## src/rtl/package_param_streamer_if.sv

```systemverilog
// Handshake bundle for package_param_streamer: start/ready controls in, beat stream and status out.
// The master modport is the streamer side; the slave modport is the consumer/controller side.
interface package_param_streamer_if;
    logic        start_i;
    logic        ready_i;
    logic        valid_o;
    logic [31:0] data_o;
    logic [3:0]  idx_o;
    logic        last_o;
    logic        busy_o;
    logic        done_o;
    logic [7:0]  beat_count_o;

    modport master (
        input  start_i, ready_i,
        output valid_o, data_o, idx_o, last_o, busy_o, done_o, beat_count_o
    );

    modport slave (
        output start_i, ready_i,
        input  valid_o, data_o, idx_o, last_o, busy_o, done_o, beat_count_o
    );
endinterface

```

## src/rtl/package_param_streamer.sv

```systemverilog
// Serialises the test-package constants onto a 32-bit valid/ready stream, one beat per word.
// Optional macro PARAM_STREAM_CHECKSUM_EN appends an XOR checksum beat (NBEATS 10 -> 11).
module package_param_streamer #(
    parameter int          FIVE_INT          = 5,
    parameter logic [31:0] EIGHT_LOGIC       = 32'd8,
    parameter logic [63:0] LONG_PARAM        = 64'hFF,
    parameter logic [99:0] REALLY_LONG_PARAM = 100'hFF,
    parameter int          ELEVEN_INT        = 11,
    parameter int          UNIT_FOUR_INT     = 4
) (
    input  logic                      clk,
    input  logic                      rst,
    package_param_streamer_if.master  bus
);

    localparam logic [9:0][31:0] BASE = {
        32'(UNIT_FOUR_INT),
        32'(ELEVEN_INT),
        {28'b0, REALLY_LONG_PARAM[99:96]},
        REALLY_LONG_PARAM[95:64],
        REALLY_LONG_PARAM[63:32],
        REALLY_LONG_PARAM[31:0],
        LONG_PARAM[63:32],
        LONG_PARAM[31:0],
        EIGHT_LOGIC,
        32'(FIVE_INT)
    };

`ifdef PARAM_STREAM_CHECKSUM_EN
    localparam int NBEATS = 11;

    function automatic logic [31:0] xor_all(input logic [9:0][31:0] b);
        logic [31:0] acc;
        acc = '0;
        for (int i = 0; i < 10; i++) acc = acc ^ b[i];
        return acc;
    endfunction

    localparam logic [NBEATS-1:0][31:0] BEATS = {xor_all(BASE), BASE};
`else
    localparam int NBEATS = 10;
    localparam logic [NBEATS-1:0][31:0] BEATS = BASE;
`endif

    localparam logic [3:0] LAST_IDX = 4'(NBEATS - 1);

    typedef enum logic [1:0] {IDLE, STREAM, DONE} state_t;

    state_t      state_q, state_d;
    logic [3:0]  idx_q, idx_d;
    logic [31:0] data_q, data_d;
    logic [7:0]  cnt_q, cnt_d;

    always_ff @(posedge clk) begin
        if (rst) begin
            state_q <= IDLE;
            idx_q   <= '0;
            data_q  <= '0;
            cnt_q   <= '0;
        end else begin
            state_q <= state_d;
            idx_q   <= idx_d;
            data_q  <= data_d;
            cnt_q   <= cnt_d;
        end
    end

    // data is registered so the beat payload is stable for the whole valid window
    always_comb begin
        state_d = state_q;
        idx_d   = idx_q;
        data_d  = data_q;
        cnt_d   = cnt_q;
        unique case (state_q)
            IDLE: begin
                if (bus.start_i) begin
                    state_d = STREAM;
                    idx_d   = '0;
                    data_d  = BEATS[0];
                end
            end
            STREAM: begin
                if (bus.ready_i) begin
                    cnt_d = cnt_q + 8'd1;
                    if (idx_q == LAST_IDX) begin
                        state_d = DONE;
                    end else begin
                        idx_d  = idx_q + 4'd1;
                        data_d = BEATS[idx_q + 4'd1];
                    end
                end
            end
            DONE:    state_d = IDLE;
            default: state_d = IDLE;
        endcase
    end

    assign bus.valid_o      = (state_q == STREAM);
    assign bus.data_o       = data_q;
    assign bus.idx_o        = idx_q;
    assign bus.last_o       = (state_q == STREAM) && (idx_q == LAST_IDX);
    assign bus.busy_o       = (state_q != IDLE);
    assign bus.done_o       = (state_q == DONE);
    assign bus.beat_count_o = cnt_q;

endmodule

```

## src/flat_wrapper.sv

```systemverilog
// flat-port wrapper written by rule: the top's interface ports become plain ports
module package_param_streamer_flat 
#(
    parameter int          FIVE_INT          = 5,
    parameter logic [31:0] EIGHT_LOGIC       = 32'd8,
    parameter logic [63:0] LONG_PARAM        = 64'hFF,
    parameter logic [99:0] REALLY_LONG_PARAM = 100'hFF,
    parameter int          ELEVEN_INT        = 11,
    parameter int          UNIT_FOUR_INT     = 4
)
  (clk, rst, bus_start_i, bus_ready_i, bus_valid_o, bus_data_o, bus_idx_o, bus_last_o, bus_busy_o, bus_done_o, bus_beat_count_o);
  package_param_streamer_if bus_i ();
  input  logic clk;
  input  logic rst;
  input wire logic [$bits(bus_i.start_i)-1:0] bus_start_i;
  input wire logic [$bits(bus_i.ready_i)-1:0] bus_ready_i;
  output wire logic [$bits(bus_i.valid_o)-1:0] bus_valid_o;
  output wire logic [$bits(bus_i.data_o)-1:0] bus_data_o;
  output wire logic [$bits(bus_i.idx_o)-1:0] bus_idx_o;
  output wire logic [$bits(bus_i.last_o)-1:0] bus_last_o;
  output wire logic [$bits(bus_i.busy_o)-1:0] bus_busy_o;
  output wire logic [$bits(bus_i.done_o)-1:0] bus_done_o;
  output wire logic [$bits(bus_i.beat_count_o)-1:0] bus_beat_count_o;
  assign bus_i.start_i = bus_start_i;
  assign bus_i.ready_i = bus_ready_i;
  assign bus_valid_o = bus_i.valid_o;
  assign bus_data_o = bus_i.data_o;
  assign bus_idx_o = bus_i.idx_o;
  assign bus_last_o = bus_i.last_o;
  assign bus_busy_o = bus_i.busy_o;
  assign bus_done_o = bus_i.done_o;
  assign bus_beat_count_o = bus_i.beat_count_o;
  package_param_streamer #(.FIVE_INT(FIVE_INT), .EIGHT_LOGIC(EIGHT_LOGIC), .LONG_PARAM(LONG_PARAM), .REALLY_LONG_PARAM(REALLY_LONG_PARAM), .ELEVEN_INT(ELEVEN_INT), .UNIT_FOUR_INT(UNIT_FOUR_INT)) u_core (.clk(clk), .rst(rst), .bus(bus_i));
endmodule
```

## config.mk

```make
export PLATFORM = sky130hd
export DESIGN_NAME = package_param_streamer_flat
export DESIGN_NICKNAME = d
export VERILOG_FILES = /design/src/rtl/package_param_streamer_if.sv /design/src/rtl/package_param_streamer.sv /design/src/flat_wrapper.sv
export SDC_FILE = /design/constraint.sdc
export NUM_CORES = 1
export LEC_CHECK = 0
export ABC_AREA = 1
export BUFFER_PORTS_ARGS = -buffer_cell sky130_fd_sc_hd__clkbuf_2
export CORE_ASPECT_RATIO = 2
export CORE_MARGIN = 8
export CORE_UTILIZATION = 40
export CTS_CLUSTER_SIZE = 20
export DETAILED_ROUTE_END_ITERATION = 16
export PLACE_DENSITY = 0.68
export SYNTH_ARGS = -nofsm -noshare
export SYNTH_HDL_FRONTEND = slang
export SYNTH_SLANG_ARGS = --single-unit
```

## constraint.sdc

```tcl
create_clock -name clk -period 1.7 [get_ports clk]
set_input_delay 0.255 -clock clk [delete_from_list [all_inputs] [get_ports clk]]
set_output_delay 0.255 -clock clk [all_outputs]
set_load 0.03 [all_outputs]
```

Word-level counts from Yosys, hierarchy flattened
Memory sizes are Yosys's and may differ from the RTL's.
Index checks and enable logic that the tools add are counted.
{"block": "totals", "regBits": 46, "latchBits": 0, "mem_bits_rw": 0, "romBits": 512, "input_bits": 4, "out_inout_bits": 48, "wordCells": 35, "mem_count": 1}
{"name": "(no name shown)", "words": 16, "word_bits": 32, "read_ports": 1, "rd_clocked_by_memory_dff": 0, "write_ports": 0, "line_no": "package_param_streamer.sv:89", "source": "data_d = BEATS[idx_q + 4'd1];"}
{"block": "classes", "addsub": 2, "multipliers": 0, "div_mod_pow": 0, "order_cmp": 1, "eq_ne": 7, "n_shift": 0, "muxes": 13, "n_bitwise": 0, "reduce_logical": 7}
{"op": "32-bit 2-to-1 mux", "n": 4}
{"op": "32-bit one-hot mux with 2 select lines", "n": 1}
{"op": "4-bit 2-to-1 mux", "n": 3}
{"op": "8-bit by 1-bit adder with 8-bit output, second input constant", "n": 1}
{"op": "4-bit one-hot mux with 2 select lines", "n": 1}
{"op": "2-bit 2-to-1 mux", "n": 3}
{"op": "2-bit != test, second input constant", "n": 3}
{"op": "4-bit by 5-bit < comparator with 1-bit output, second input constant", "n": 1}
{"op": "4-bit by 1-bit adder with 4-bit output, second input constant", "n": 1}
{"op": "4-bit equality test, second input constant", "n": 1}
{"op": "2-bit one-hot mux with 2 select lines", "n": 1}
{"op": "4-bit AND reduction", "n": 1}
{"op": "2-bit nonzero test", "n": 2}
{"op": "3-bit AND reduction", "n": 1}
{"op": "2-bit by 1-bit equality test with 1-bit output, second input constant", "n": 1}
{"op": "2-bit equality test, second input constant", "n": 1}
{"op": "2-bit zero test", "n": 1}
{"op": "2-bit by 1-bit != test with 1-bit output, second input constant", "n": 1}
{"op": "2-bit AND reduction", "n": 1}
{"op": "1-bit logical AND", "n": 1}

Longest topological paths before layout
Gate-level depths: netlist of the first run.
{"block": "logic_depth", "ltp_word": 6, "ltp_mapped": 9, "depth_no_buf": 9}

Worst setup path before layout of the first run
OpenSTA, ideal clock, no wires.
{"block": "synth_path", "path_type": "register -> output", "start": "reg u_core.idx_q[0], in the netlist u_core.bus.idx_o[0]", "end": "out bus_last_o", "arrival_time_ps": 1320, "t_required_ps": 1445, "slack_ps": 125, "stages_incl_launch_ff": 4, "path_buffers": 0, "path_cell_list": "dfxtp_1 ha_1 nand3_2 nor2_1"}
{"block": "synth_between", "elab_chain_len": 2}
{"element": "start, declared", "line_no": "package_param_streamer.sv:50", "source": "logic [3:0] idx_q, idx_d;"}
{"element": "start signal, assigned", "line_no": "package_param_streamer.sv:62", "source": "idx_q <= idx_d;"}
{"element": "4-bit equality test", "line_no": "package_param_streamer.sv:101", "source": "assign bus.last_o = (state_q == STREAM) && (idx_q == LAST_IDX);"}
{"element": "1-bit logical AND", "line_no": "package_param_streamer.sv:101"}
{"element": "end, declared", "line_no": "flat_wrapper.sv:20", "source": "output wire logic [$bits(bus_i.last_o)-1:0] bus_last_o;"}
Every way passes these cells.

Worst setup path after layout of the first run
Same ends and word-level chain as after synthesis.

==> results.json, run 1 <==
{
  "run_status": "completed",
  "post-place-ws_ns": 0.3259,
  "hold_path_class": "input pin to flip-flop",
  "power.density_cell_area_nw_per_um2": 790.9,
  "detail_route.iter0.violations": 26,
  "finalSetupViolCount": 0,
  "synth.cell_area_um2": 1262,
  "number_of_enable_type_register_cells_in_the_synthesized_netlist": 0,
  "post-synth-top-area-fraction": 0.3013,
  "timing.rr.start": "u_core.bus.idx_o[0]$_SDFFE_PP0P_",
  "worst-endpoint-required_ns": 1.44,
  "floorplan.die_area_um2": 5319,
  "synth_seq_area_share": 0.3013,
  "placedCellCount": 238,
  "route.final.wire_length_um": 2612,
  "grt_setup_unrepaired": "false",
  "synthesized_area_per_cell_um2": 6.824,
  "post_route_cells_drive_above_1_share": 0.2227,
  "floorplan.rows": 29,
  "cts.hold.buffers_added": 0,
  "synth_top_cell_by_area": "sky130_fd_sc_hd__dfxtp_1",
  "worst_setup_hold_path_clk_slew_ns": 0.08,
  "post-cts-setup-buffer-count": 0,
  "detail_route.drc_violations": 0,
  "buffer_ports.inserted": 27,
  "first_global_vias": 1054,
  "dieWidth_um": 55.73,
  "grt_max_degree": 13,
  "min_period_ns": 1.576,
  "wire_length_of_the_first_global_routing_pass_um": 4505,
  "hpwl_um": 2114,
  "cts_inserted_buffers": 3,
  "post-route-period-util": 0.9268,
  "tritoncts": "yes",
  "fmax_mhz": 634.7,
  "cp_max_fo": 5,
  "n_antenna_cell": 0,
  "ctsLongestPathBuffers": 2,
  "timing_max_transition_violations_final": 0,
  "launching_instance_or_port_of_the_critical_path": "u_core.bus.idx_o[0]$_SDFFE_PP0P_",
  "start_kind": "flip-flop",
  "yosys.cell_types.count": 25,
  "clock_skew_ns": 0.008073,
  "final_nets": 220,
  "setup.worst_path.end_class": "output port",
  "floorplan.initialDensity": 0.4093,
  "hp-start": "rst",
  "grt_overflow": 0,
  "postSynthRegisterBits": 19,
  "cp_data_arrival_time_ns": 1.32,
  "layout_overhead_on_the_synthesized_area_pct": 8.325,
  "dr_total_vias": 1101,
  "yosysWarningCount": 0,
  "total_power_mw": 1.082,
  "synth_flop_cell": "sky130_fd_sc_hd__dfxtp_1",
  "leading_cell_type_by_number_of_instances_after_synthesis": "sky130_fd_sc_hd__nand2_1",
  "drtAntennaViolNets": 0,
  "fp.coreArea_um2": 3084,
  "avgViaCountPerCell": 4.550,
  "syn-instance-count": 185,
  "antenna_found_initial": 0,
  "whs_ns": 0.3411,
  "post-route-worst-setup-slack_ns": 0.1244,
  "max_cap_viol_count": 0,
  "die_height_um": 95.45,
  "cts-root-buf": "sky130_fd_sc_hd__clkbuf_8",
  "setup_tns_ns": 0,
  "critical_path_class": "flip-flop to output port",
  "ctsHtreeMaxLevel": 1,
  "clock-sinks": 19,
  "place.gp.congestion": 0.8065,
  "synth_top_cells_by_count": "sky130_fd_sc_hd__nand2_1 (46), sky130_fd_sc_hd__buf_4 (27), sky130_fd_sc_hd__dfxtp_1 (19), sky130_fd_sc_hd__inv_1 (19), sky130_fd_sc_hd__nor2_1 (17)",
  "insertion_delay_ns": 0.26,
  "leakage_power_summed_over_all_cells_nw": 0.7218,
  "ios": 52,
  "finalHoldViolCount": 0,
  "layout.filler_cells": 322,
  "drt_pass1_iterations": 5,
  "instances_no_fill": 242,
  "ir_drop_v": 0.0004039,
  "cts_repair_resize_count": 0,
  "synth-async-reset-ratio": 0,
  "leading_cell_types_by_total_area_after_synthesis": "sky130_fd_sc_hd__dfxtp_1 (30%), sky130_fd_sc_hd__buf_4 (16%), sky130_fd_sc_hd__nand2_1 (14%), sky130_fd_sc_hd__a21oi_1 (5.9%), sky130_fd_sc_hd__inv_1 (5.6%)",
  "global_route.usage.total": 0.09949,
  "post_drt_wl_per_cell_um": 10.79
}
-- worst max-delay path: stages, from the launching register on --
cell	delay (ns)
sky130_fd_sc_hd__dfxtp_1	0.41
sky130_fd_sc_hd__ha_1	0.20
sky130_fd_sc_hd__nand3_2	0.12
sky130_fd_sc_hd__nor2_1	0.12
sky130_fd_sc_hd__clkbuf_2	0.21
-- worst paths after layout --
kind                                             endpoint  slack [ns]  cells after the start
setup reg to reg        u_core.bus.data_o[2]$_SDFFE_PP0P_        0.31                     10
hold / removal    u_core.bus.beat_count_o[6]$_SDFFE_PP0P_        0.34                      2
setup / recovery                               bus_last_o        0.12                      4
hold reg to reg         u_core.bus.data_o[3]$_SDFFE_PP0P_        0.46                      2
-- state kept, by name, indices dropped and copies added (netlist names) --
name	count
u_core.bus.beat_count_o	8
u_core.bus.data_o	5
u_core.bus.idx_o	4
u_core.state_q	2
-- layer usage --
metal  vias to the layer above  global-route usage  share of wire
met5                         -                   0              0
met4                         0             0.04959          0.017
met3                         4             0.03467          0.076
met2                        36              0.1664           0.49
met1                       480              0.1088           0.41
li1                        581                   -              -
-- report_power, final --
part	internal, mW	switching (mW)
combinational	0.0587	0.214
clock	0.165	0.165
sequential	0.464	0.0152
total	0.688	0.394
-- metrics by stage --
stage               instance area [um^2]  utilization
floorplan                           1349            -
global placement                    1319       0.4276
detailed placement                  1319       0.4276
CTS                                 1368       0.4434
global route                        1368       0.4434
finish                              1368       0.4434
-- cells in the final DEF (no fill, tap or decap) --
cell	count
sky130_fd_sc_hd__a21oi_1	15
sky130_fd_sc_hd__buf_4	1
sky130_fd_sc_hd__clkbuf_2	27
sky130_fd_sc_hd__clkbuf_8	3
sky130_fd_sc_hd__clkinvlp_4	1
sky130_fd_sc_hd__conb_1	24
sky130_fd_sc_hd__dfxtp_1	19
sky130_fd_sc_hd__ha_1	4
sky130_fd_sc_hd__inv_1	19
sky130_fd_sc_hd__inv_2	3
sky130_fd_sc_hd__nand2_1	46
sky130_fd_sc_hd__nand2_2	4
sky130_fd_sc_hd__nand2_4	2
sky130_fd_sc_hd__nand3_1	10
sky130_fd_sc_hd__nand3_2	1
sky130_fd_sc_hd__nand3b_1	2
sky130_fd_sc_hd__nand4_1	2
sky130_fd_sc_hd__nor2_1	17
sky130_fd_sc_hd__nor2_2	1
sky130_fd_sc_hd__nor2_4	2
sky130_fd_sc_hd__nor3_4	1
sky130_fd_sc_hd__nor3b_1	1
sky130_fd_sc_hd__nor4_1	1
sky130_fd_sc_hd__o21ai_0	3
sky130_fd_sc_hd__o21ai_1	1
sky130_fd_sc_hd__o21ai_2	1
-- cell type report --
type,instances,area (um^2),area share
repair buffers,28,142.6,0.1043
inverters,22,82.58,0.06038
clock buffers,3,41.29,0.03019
flip-flops and latches,19,380.4,0.2781
well taps,31,38.79,0.02836
clock inverters,1,7.507,0.005489
multi-input cells,138,674.4,0.4931
-- logic make-up (layout without fill, tap and decap cells) --
logic type,Yosys count,in the layout,synth area share
DFF,19,19,0.3013
and+or+nand+nor,90,90,0.3409
adders and majority gates,4,4,0.03964
buffers and inverters,51,54,0.2329
AOI/OAI and AO/OA,20,20,0.08225
other,1,24,0.002970
Note: power is estimated with default switching activity, not from simulation.
==> run 2: changes to the inputs <==
CTS_BUF_LIST = sky130_fd_sc_hd__clkbuf_16   (was unset)
==> results.json, run 2 (synthesized netlist as in run 1, its figures left out) <==
{
  "run_status": "completed",
  "dieWidth_um": 55.73,
  "final_cell_mix": "sky130_fd_sc_hd__nand2_1 (46), sky130_fd_sc_hd__clkbuf_2 (27), sky130_fd_sc_hd__conb_1 (24), sky130_fd_sc_hd__inv_1 (19), sky130_fd_sc_hd__dfxtp_1 (19)",
  "drtAntennaViolNets": 0,
  "global_route.usage.met2": 0.1682,
  "cts.hold.buffers_added": 0,
  "ios": 52,
  "crit_chain": "inv_1 -> ha_1 -> nand3_2 -> nor2_1 -> clkbuf_2",
  "cts_inserted_buffers": 3,
  "p_comb_frac": 0.218,
  "cp_max_fo": 7,
  "buffer_ports.inserted": 27,
  "ctsHtreeMaxLevel": 1,
  "critical_path_class": "flip-flop to output port",
  "post-route-worst-setup-slack_ns": 0.1333,
  "global_route.usage.total": 0.09868,
  "cts_repair_resize_count": 0,
  "clock_skew_ns": 0.004129,
  "setup.worst_path.end_class": "output port",
  "cts-root-buf": "sky130_fd_sc_hd__clkbuf_16",
  "power_report.internal_total_mw": 0.8412,
  "place_area_um2": 1319,
  "ctsLongestPathBuffers": 2,
  "post-place-ws_ns": 0.3259,
  "finalSetupViolCount": 0,
  "timing_max_transition_violations_final": 0,
  "final_nets": 220,
  "tritoncts": "yes",
  "wire_length_of_the_first_global_routing_pass_um": 4498,
  "post_route_cells_drive_above_1_share": 0.2227,
  "power_switching_mw": 0.4107,
  "grt_max_degree": 13,
  "stdcell_area_um2": 1401,
  "detail_route.drc_violations": 0,
  "worst-endpoint-required_ns": 1.44,
  "layout_overhead_on_the_synthesized_area_pct": 11.00,
  "place.gp.congestion": 0.8065,
  "setup_tns_ns": 0,
  "post-route-period-util": 0.9216,
  "pwr-share-seq": 0.383,
  "first_global_vias": 1069,
  "n_antenna_cell": 0,
  "detail_route.iter0.violations": 25,
  "grt_setup_unrepaired": "false",
  "groute.layer.met3.usage": 0.03467,
  "crit_path_top_delay_cell": "sky130_fd_sc_hd__dfxtp_1",
  "max_cap_viol_count": 0,
  "post-cts-setup-buffer-count": 0,
  "min_period_ns": 1.567,
  "drt_pass1_iterations": 4,
  "grt.busiest_layer": "met2",
  "power.switching_fraction": 0.3280,
  "floorplan.rows": 29,
  "insertion_delay_ns": 0.25,
  "floorplan.initialDensity": 0.4093,
  "finalHoldViolCount": 0,
  "cp_data_arrival_time_ns": 1.31,
  "ir_drop_v": 0.0004721,
  "die_height_um": 95.45,
  "relative_contribution_of_the_clock_network_to_total_power": 0.399,
  "floorplan.die_area_um2": 5319,
  "post_drt_wl_per_cell_um": 10.83,
  "worst_setup_hold_path_clk_slew_ns": 0.06,
  "dr_total_vias": 1091,
  "sequential_cell_area_um2": 380.4,
  "fp.coreArea_um2": 3084,
  "clock-sinks": 19,
  "power.density_cell_area_nw_per_um2": 893.4,
  "fmax_mhz": 638.3,
  "avgViaCountPerCell": 4.508,
  "max_stage_delay_on_crit_path_ns": 0.37,
  "start_kind": "flip-flop",
  "layout.filler_cells": 318,
  "hold_path_class": "input pin to flip-flop",
  "antenna_found_initial": 0,
  "hpwl_um": 2114,
  "largest_register_ffs": 8,
  "route.final.wire_length_um": 2620,
  "leakage_power_summed_over_all_cells_nw": 0.7372,
  "grt_overflow": 0,
  "layout_commonest_cell": "sky130_fd_sc_hd__nand2_1",
  "multi_input_comb_area_um2": 674.4,
  "grtUsageMet1": 0.1073
}
run 2: per-layer routing:
metal / routed length (um) / share of wire
met2: 1314 / 0.50
met1: 1075 / 0.41
met4: 41 / 0.016
met5: 0 / 0
met3: 188 / 0.072
run 2: final cells by class:
| type | count | share of cell area |
|---|---|---|
| Multi-Input combinational cell | 138 | 0.4813 |
| Sequential cell | 19 | 0.2714 |
| Timing Repair Buffer | 28 | 0.1018 |
| Inverter | 22 | 0.05893 |
| Clock buffer | 3 | 0.05357 |
| Tap cell | 31 | 0.02768 |
| Clock inverter | 1 | 0.005357 |
run 2: worst max-delay path: cells and delay by family (launching register included):
kind,cells,cell delay [ns]
flops,1,0.37
buf+inv,2,0.29
simple gates,2,0.24
fa+ha+maj,1,0.16
run 2: worst paths after layout:
path                                          start                                       to  slack, ns  depth (start not counted)
setup / recovery   u_core.bus.idx_o[1]$_SDFFE_PP0P_                               bus_last_o       0.13                          5
hold / removal                                  rst  u_core.bus.beat_count_o[6]$_SDFFE_PP0P_       0.36                          2
setup reg to reg   u_core.bus.idx_o[0]$_SDFFE_PP0P_        u_core.bus.data_o[2]$_SDFFE_PP0P_       0.31                         10
hold reg to reg   u_core.bus.data_o[3]$_SDFFE_PP0P_        u_core.bus.data_o[3]$_SDFFE_PP0P_       0.46                          2
run 2: per-stage QoR:
step           total power, mW  hold WS (ns)    util  instances
6_report                 1.252        0.3560  0.4544        242
2_1_floorplan           0.7549        0.3335       -        208
3_5_place_dp            0.7630        0.4590  0.4276        238
3_3_place_gp            0.7610        0.4570  0.4276        238
4_1_cts                  1.264        0.3573  0.4544        242
5_1_grt                  1.303        0.3847  0.4544        242
run 2: power by group through the flow:
| stage | clock [mW] | sequential [mW] | combinational, mW |
|---|---|---|---|
| after floorplan | 0 | 0.519 | 0.236 |
| after global placement | 0 | 0.489 | 0.272 |
| after detailed placement | 0 | 0.490 | 0.273 |
| after CTS | 0.510 | 0.480 | 0.274 |
| after global routing | 0.519 | 0.482 | 0.303 |
| final | 0.500 | 0.480 | 0.273 |
